[src/rtl/wb_mport_arb.sv]
// wb_mport_arb
// Round-robin Wishbone arbiter that lets NCH masters share the single slave
// port of the SDRAM controller. Ownership is held for the whole cyc, which
// keeps cti bursts intact. Read data is broadcast to every master, and ack is
// routed only to the owner.
// Optional stall watchdog: define WB_ARB_TIMEOUT_EN to enable it. When it is
// enabled, a grant that sees TO_CYCLES consecutive un-acked strobes is aborted
// for one cycle and the owner gets an m_err_o pulse.
module wb_mport_arb #(
    parameter int NCH       = 4,
    parameter int DW        = 32,
    parameter int AW        = 26,
    parameter int TO_CYCLES = 255
) (
    input  logic                  sys_clk,
    input  logic                  RESET,
    // master-side channels
    input  logic [NCH-1:0]        m_cyc_i,
    input  logic [NCH-1:0]        m_stb_i,
    input  logic [NCH-1:0]        m_we_i,
    input  logic [NCH*AW-1:0]     m_addr_i,
    input  logic [NCH*DW-1:0]     m_dat_i,
    input  logic [NCH*DW/8-1:0]   m_sel_i,
    input  logic [NCH*3-1:0]      m_cti_i,
    output logic [NCH-1:0]        m_ack_o,
    output logic [NCH-1:0]        m_err_o,
    output logic [DW-1:0]         m_dat_o,
    // slave side
    output logic                  s_cyc_o,
    output logic                  s_stb_o,
    output logic                  s_we_o,
    output logic [AW-1:0]         s_addr_o,
    output logic [DW-1:0]         s_dat_o,
    output logic [DW/8-1:0]       s_sel_o,
    output logic [2:0]            s_cti_o,
    input  logic                  s_ack_i,
    input  logic [DW-1:0]         s_dat_i,
    // registered one-hot grant
    output logic [NCH-1:0]        gnt_o
);

    localparam int SW = DW / 8;
    localparam int IW = $clog2(NCH);

    // Elaboration-time guard against unsupported configurations.
    if (NCH < 2 || NCH > 8 || (DW != 8 && DW != 16 && DW != 32) ||
        TO_CYCLES < 2 || TO_CYCLES > 65535) begin : g_bad_param
        $error("wb_mport_arb: parameter out of supported range");
    end

`ifdef WB_ARB_TIMEOUT_EN
    typedef enum logic [1:0] {IDLE, BUSY, ABORT} state_e;
`else
    typedef enum logic {IDLE, BUSY} state_e;
`endif

    state_e          state_q, state_d;
    logic [NCH-1:0]  gnt_q,   gnt_d;     // one-hot owner, visible on gnt_o
    logic [IW-1:0]   gidx_q,  gidx_d;    // binary owner index, drives the muxes
    logic [IW-1:0]   last_q,  last_d;    // previous owner, round-robin origin

`ifdef WB_ARB_TIMEOUT_EN
    logic [15:0]     cnt_q,   cnt_d;     // consecutive stalled strobe cycles
`endif

    logic            pick_vld;
    logic [IW-1:0]   pick_idx;
    logic [IW-1:0]   cand;
    logic [31:0]     gsel;

    assign gsel    = 32'(gidx_q);
    assign gnt_o   = gnt_q;
    assign m_dat_o = s_dat_i;

    // Round-robin search: first requester found walking upward from last+1,
    // wrapping at NCH, so the previous owner is always considered last.
    always_comb begin
        // NOTE: every variable gets a default before any branch; otherwise a
        // path that skips an assignment infers a latch.
        pick_vld = 1'b0;
        pick_idx = '0;
        cand     = last_q;
        for (int i = 0; i < NCH; i++) begin
            cand = (cand == IW'(NCH - 1)) ? '0 : cand + IW'(1);
            if (!pick_vld && m_cyc_i[cand]) begin
                pick_vld = 1'b1;
                pick_idx = cand;
            end
        end
    end

    // Next-state logic: grant in IDLE, hold in BUSY until the owner drops
    // cyc, and optionally abort a grant whose strobes go unanswered.
    always_comb begin
        state_d = state_q;
        gnt_d   = gnt_q;
        gidx_d  = gidx_q;
        last_d  = last_q;
`ifdef WB_ARB_TIMEOUT_EN
        cnt_d   = '0;
`endif
        case (state_q)
            IDLE: begin
                if (pick_vld) begin
                    state_d = BUSY;
                    gidx_d  = pick_idx;
                    gnt_d   = NCH'(1) << pick_idx;
                end
            end
            BUSY: begin
                if (!m_cyc_i[gidx_q]) begin
                    state_d = IDLE;
                    gnt_d   = '0;
                    last_d  = gidx_q;
                end
`ifdef WB_ARB_TIMEOUT_EN
                else if (m_stb_i[gidx_q] && !s_ack_i) begin
                    // The TO_CYCLES-th consecutive stall ends the grant; the
                    // counter clears on any ack or idle strobe via its default.
                    if (cnt_q == 16'(TO_CYCLES - 1)) begin
                        state_d = ABORT;
                        gnt_d   = '0;
                        last_d  = gidx_q;
                    end else begin
                        cnt_d = cnt_q + 16'd1;
                    end
                end
`endif
            end
`ifdef WB_ARB_TIMEOUT_EN
            ABORT: begin
                state_d = IDLE;
            end
`endif
            default: begin
                state_d = IDLE;
            end
        endcase
    end

    // State and grant registers; async reset leaves channel 0 first in line.
    always_ff @(posedge sys_clk or posedge RESET) begin
        if (RESET) begin
            state_q <= IDLE;
            gnt_q   <= '0;
            gidx_q  <= '0;
            last_q  <= IW'(NCH - 1);
        end else begin
            // NOTE: sequential state uses non-blocking assignments so every
            // flop samples the pre-edge values regardless of statement order.
            state_q <= state_d;
            gnt_q   <= gnt_d;
            gidx_q  <= gidx_d;
            last_q  <= last_d;
        end
    end

`ifdef WB_ARB_TIMEOUT_EN
    // Watchdog stall counter.
    always_ff @(posedge sys_clk or posedge RESET) begin
        if (RESET) begin
            cnt_q <= '0;
        end else begin
            cnt_q <= cnt_d;
        end
    end
`endif

    // Slave-side mux and ack/err routing. Everything here is decoded from the
    // registered state, so a reset drops s_cyc_o without waiting for a clock.
    always_comb begin
        s_cyc_o  = 1'b0;
        s_stb_o  = 1'b0;
        s_we_o   = 1'b0;
        s_addr_o = '0;
        s_dat_o  = '0;
        s_sel_o  = '0;
        s_cti_o  = '0;
        m_ack_o  = '0;
        m_err_o  = '0;
        case (state_q)
            BUSY: begin
                s_cyc_o         = m_cyc_i[gidx_q];
                s_stb_o         = m_stb_i[gidx_q];
                s_we_o          = m_we_i[gidx_q];
                s_addr_o        = m_addr_i[gsel*AW +: AW];
                s_dat_o         = m_dat_i[gsel*DW +: DW];
                s_sel_o         = m_sel_i[gsel*SW +: SW];
                s_cti_o         = m_cti_i[gsel*3 +: 3];
                m_ack_o[gidx_q] = s_ack_i;
            end
`ifdef WB_ARB_TIMEOUT_EN
            ABORT: begin
                m_err_o[gidx_q] = 1'b1;
            end
`endif
            default: begin
            end
        endcase
    end

endmodule

[config.mk]
export PLATFORM = sky130hd
export DESIGN_NAME = wb_mport_arb
export DESIGN_NICKNAME = d
export VERILOG_FILES = /design/src/rtl/wb_mport_arb.sv
export SDC_FILE = /design/constraint.sdc
export NUM_CORES = 1
export LEC_CHECK = 0
export CORE_AREA = 2 2 161 163
export CTS_BUF_LIST = sky130_fd_sc_hd__clkbuf_4 sky130_fd_sc_hd__clkbuf_8
export CTS_CLUSTER_SIZE = 25
export DETAILED_ROUTE_END_ITERATION = 10
export DIE_AREA = 0 0 163 165
export SLEW_MARGIN = 20
export SYNTH_ARGS = -nofsm -noshare
export SYNTH_HDL_FRONTEND = slang
export SYNTH_SLANG_ARGS = --single-unit
[constraint.sdc]
create_clock -name sys_clk -period 5.54 [get_ports sys_clk]
set_input_delay 1.108 -clock sys_clk [delete_from_list [all_inputs] [get_ports sys_clk]]
set_output_delay 1.108 -clock sys_clk [all_outputs]
set_load 0.02 [all_outputs]
Word level (Yosys, flattened, before mapping)
Cells that the tools add are included. W data, S select, Z words.

Register bits after elaboration: 9. Latch bits: 0. ROM bits: 0. Input bits: 307. Output and inout bits: 112. Memories kept: 0. Memory bits (writable): 0.

Reduce and logical (&&, ||, !) cells: 10. $mul: 2. $lt $le $gt $ge: 6. Multiplexer cells: 42. Bitwise gates (word level): 3. Add/sub/neg operators: 4. Shifts and indexed selects: 5. Divide/modulo/power cells: 0. Equal/unequal tests: 6.

Operator list (count): $shiftx A128 B8 Y32 (1); $shiftx A104 B8 Y26 (1); $mux W32 (1); $mux W26 (1); $mux W1 (17); $mux W2 (8); $mux W4 (4); $shiftx A16 B5 Y4 (1); $lt A2 B3 Y1 const B (5); $bmux W1 S2 (7); $shiftx A12 B5 Y3 (1); $add A2 B1 Y2 const B (4); $eq A2 B2 Y1 const B (4); $pmux W4 S2 (1); $mul A2 B4 Y6 const B (1); $reduce_and A2 Y1 (3); $and A4 B4 Y4 (1); $logic_and A1 B1 Y1 (4); $mul A2 B2 Y4 const B (1); $ne A2 B2 Y1 const B (2); $shl A1 B2 Y4 const A (1); $logic_not A1 Y1 (3); $mux W3 (1); $demux W1 S2 (1); other kinds (3) (4).

Longest topological paths before layout
Depth in word-level cells: 17. Depth in mapped cells: 5.

Least setup slack after synthesis
No wires, ideal clock.

Path kind: input-to-output. From: input port m_addr_i[78]. To: output port s_addr_o[0]. Data arrival time: 1.768 ns. Stages: 2. Path buffers: 0. Slack: 2.664 ns. Path through: mux4_2 and2_1.

Longest elaborated chain between the ends: 2.

Ends and longest elaborated chain: start: declaration (RTL line 21) `input logic [NCH*AW-1:0] m_addr_i,`; $shiftx A104 B8 Y26 (RTL line 186) `s_addr_o = m_addr_i[gsel*AW +: AW];`; $mux W26 (RTL line 181) `case (state_q)`; end: declaration (RTL line 32) `output logic [AW-1:0] s_addr_o,`.

Every way passes these cells.

Worst setup path in the final report
From: register gidx_q[0]. To: output port s_dat_o[26].

Longest elaborated chain between the ends: 2.

Ends and longest elaborated chain: start: declaration (RTL line 59) `logic [IW-1:0] gidx_q, gidx_d;`; start signal: assignment (RTL line 153) `gidx_q <= gidx_d;`; $shiftx A128 B8 Y32 (RTL line 187) `s_dat_o = m_dat_i[gsel*DW +: DW];`; $mux W32 (RTL line 181); end: declaration (RTL line 33) `output logic [DW-1:0] s_dat_o,`.

Every way passes these cells.

==> results.yml <==
logic_synthesis:
  synth.avg_cell_area_um2: 11.5
  synthSimpleGateAreaFrac_pct: 18.3
  mappedNetlistArea_mm2: 0.00283
  synth-compound-area-share_pct: 4.38
  synthFlopType: "dfrtp_1"
  synthXorXnorAreaFrac_pct: 0
  synthAdderAreaFrac_pct: 0.443
  yosysWarnings: 0
  syn_inst: 246
  synth_top_cell_by_area: "mux4_2"
  ys_ff_latch: 9
  synth_top_family_by_area: "multiplexers"
  muxShareOfSynthArea_pct: 55.0
  seq_area_frac_synth_pct: 8.06
  synth_top_cell_area_share_pct: 54.2
  yosysUniqueCellTypes: 31
  ys_async_sr_fraction_pct: 100
  synth-edff-count: 0
  ys_top_cells_by_area: "mux4_2 (54%), and2_1 (15%), buf_4 (9.6%)"
die:
  die_h_um: 165
  die_w_um: 163
  core_mm2: 0.0250
  num_rows: 58
  dieArea_mm2: 0.0269
  initial_utilization_pct: 11.3
  ioPinCount: 419
pwr:
  p_clk_share_pct: 3.0
  netSwitchingPower_mw: 1.16
  p_leak_nw: 2.21
  switching_share_pct: 44.7
  p_comb_share_pct: 84.5
  internal-power_mw: 1.44
  seqPwrFrac_pct: 12.6
  ir_drop_uv: 234
  power_density_mw_per_mm2: 402
placement:
  place_congestion: 0.788
  dp_hpwl_um: 13700
  dp_cells: 871
  numPortBuffers: 350
  post-place-ws_ps: 1600
timing:
  fin_skew_ps: 2.29
  layout_setup_ws_ps: 1540
  slew_headroom_pct: 30.1
  fin_tns_setup_ps: 0
  finalCritPeriodShare_pct: 72.1
  worst_pin_slew_ps: 1050
  slew_violations: 0
  max_freq_ghz: 0.250
  min_period_ps: 4000
  rsz0062_at_grt: "no"
  holdWs_ps: 529
  hold_violations: 0
  finalSetupViolCount: 0
global_routing:
  grt_start_max_net_pins: 74
  track_usage_pct: 10.9
  grt-ovfl-total: 0
  antenna_found_initial: 1
  grt_pass1_wl_um: 22000
  grt_pass1_vias: 3419
clock_tree:
  h-tree-depth: 1
  hold_buffers: 0
  clk_latency_ps: 230
  clock-sinks: 9
  cts_resized: 0
  cts-root-buf: "clkbuf_8"
  post-cts-setup-buffer-count: 0
  numCtsBuffers: 3
  cts_tree: "yes"
  clockBufferDepth: 2
  clk_pin_slew_ps: 40
final_layout:
  area_growth_pct: 129
  fin_nets: 854
  fin_cells: 876
  drive_above_1_share_pct: 15.4
  nFillCells: 2654
outcome:
  outcome: "complete, no violations"
route:
  wirelength_um: 16300
  drtIter0Drc: 117
  antenna_left: 0
  first_pass_iters: 4
  drc: 0
  vias: 3365
  vias_per_cell: 3.84
  routedWlPerCell_um: 18.6
flow_run:
  cap_violations: 0
worst_setup_path:
  path_max_fanout: 41
  worstSetupEndpointType: "output pin"
  startpoint_type: "flip-flop"
  crit_required_ps: 4430
  cp.arrival_ps: 2890
  crit_type: "reg -> out"
worst_hold_path:
  min_path_type: "reg -> reg"
-- path summary, 6_finish.rpt --
check / from / end / slack (ps) / cells past startpoint
worst min-delay path: gnt_o[0] / gnt_o[0] / 530 / 1
worst max-delay path: gidx_q[0] / s_dat_o[26] / 1540 / 4
worst max register to register: gidx_q[1] / last_q[1] / 3180 / 4
worst min register to register: gnt_o[0] / gnt_o[0] / 530 / 1
max in group asynchronous: RESET / last_q[0] / 4050 / 2
min in group asynchronous: RESET / gidx_q[0] / 1180 / 2
-- synthesized netlist by cell type (2+ instances only) --
cell      count
a32o_1        4
nor3_1        2
mux4_2       68
inv_1         4
nand2_1       5
buf_2         9
clkbuf_1     15
buf_4        36
dfstp_2       2
o21ai_0       2
nor2_1        5
dfrtp_1       7
a21o_1        3
and2_1       67
-- critical path, cell delays in order (launching register included) --
cell and delay [ps]:
dfrtp_4 940, buf_12 350, mux4_2 580, and2_1 180, clkdlybuf4s50_1 560
-- power by group through the flow --
stage	clock, mW	sequential [mW]	combinational (mW)
after global routing	0.0847	0.362	2.33
after floorplan	0	0.128	1.43
final	0.0772	0.327	2.20
after detailed placement	0	0.346	2.22
after global placement	0	0.345	2.22
after CTS	0.0804	0.344	2.24
-- sequential cells by signal, summed over array words and instances, names as in the netlist --
register / count
gnt_o: 4
last_q: 2
gidx_q: 2
state_q: 1
-- cell usage in the layout (no fill, tap or decap), types with 3 or more instances in the layout --
| master | n |
|---|---|
| nor2_1 | 5 |
| dfrtp_1 | 4 |
| conb_1 | 4 |
| and2_1 | 67 |
| mux4_2 | 68 |
| a32o_1 | 4 |
| inv_1 | 4 |
| nand2_1 | 5 |
| clkbuf_8 | 3 |
| a21o_1 | 3 |
| clkdlybuf4s50_1 | 350 |
-- routing by layer --
metal / track usage (%) / up-vias / part of all wire [%]
li1: - / 1514 / -
met1: 13.8 / 1641 / 40
met2: 19.0 / 196 / 49
met3: 2.59 / 14 / 9.0
met4: 2.01 / 0 / 1.4
met5: 0 / - / 0
-- area by class of cell --
type                    count  area (um2)  area share [%]
diodes                      1        2.50          0.0387
clock buffers               4        48.8           0.754
inverters                   4        15.0           0.232
multi-input cells         176        2220            34.4
flip-flops and latches      9         236            3.66
well taps                 330         413            6.38
repair buffers            352        3530            54.6
-- logic make-up after synthesis --
| logic type | Yosys count |
|---|---|
| adder cells (fa/ha/maj) | 1 |
| flip-flops | 9 |
| AND/OR/NAND/NOR | 86 |
| other | 1 |
| AO/OA/AOI/OAI | 15 |
| buffers and inverters | 64 |
| multiplexers | 70 |
-- metrics by stage --
step | power (mW) | instance area (um2) | utilization (%)
global placement | 2.57 | 6420 | 25.6
CTS | 2.66 | 6470 | 25.8
finish | 2.60 | 6470 | 25.8
global route | 2.78 | 6470 | 25.8
detailed placement | 2.57 | 6420 | 25.6
floorplan | 1.56 | 2840 | -
Power figures use the tool's default switching activity.
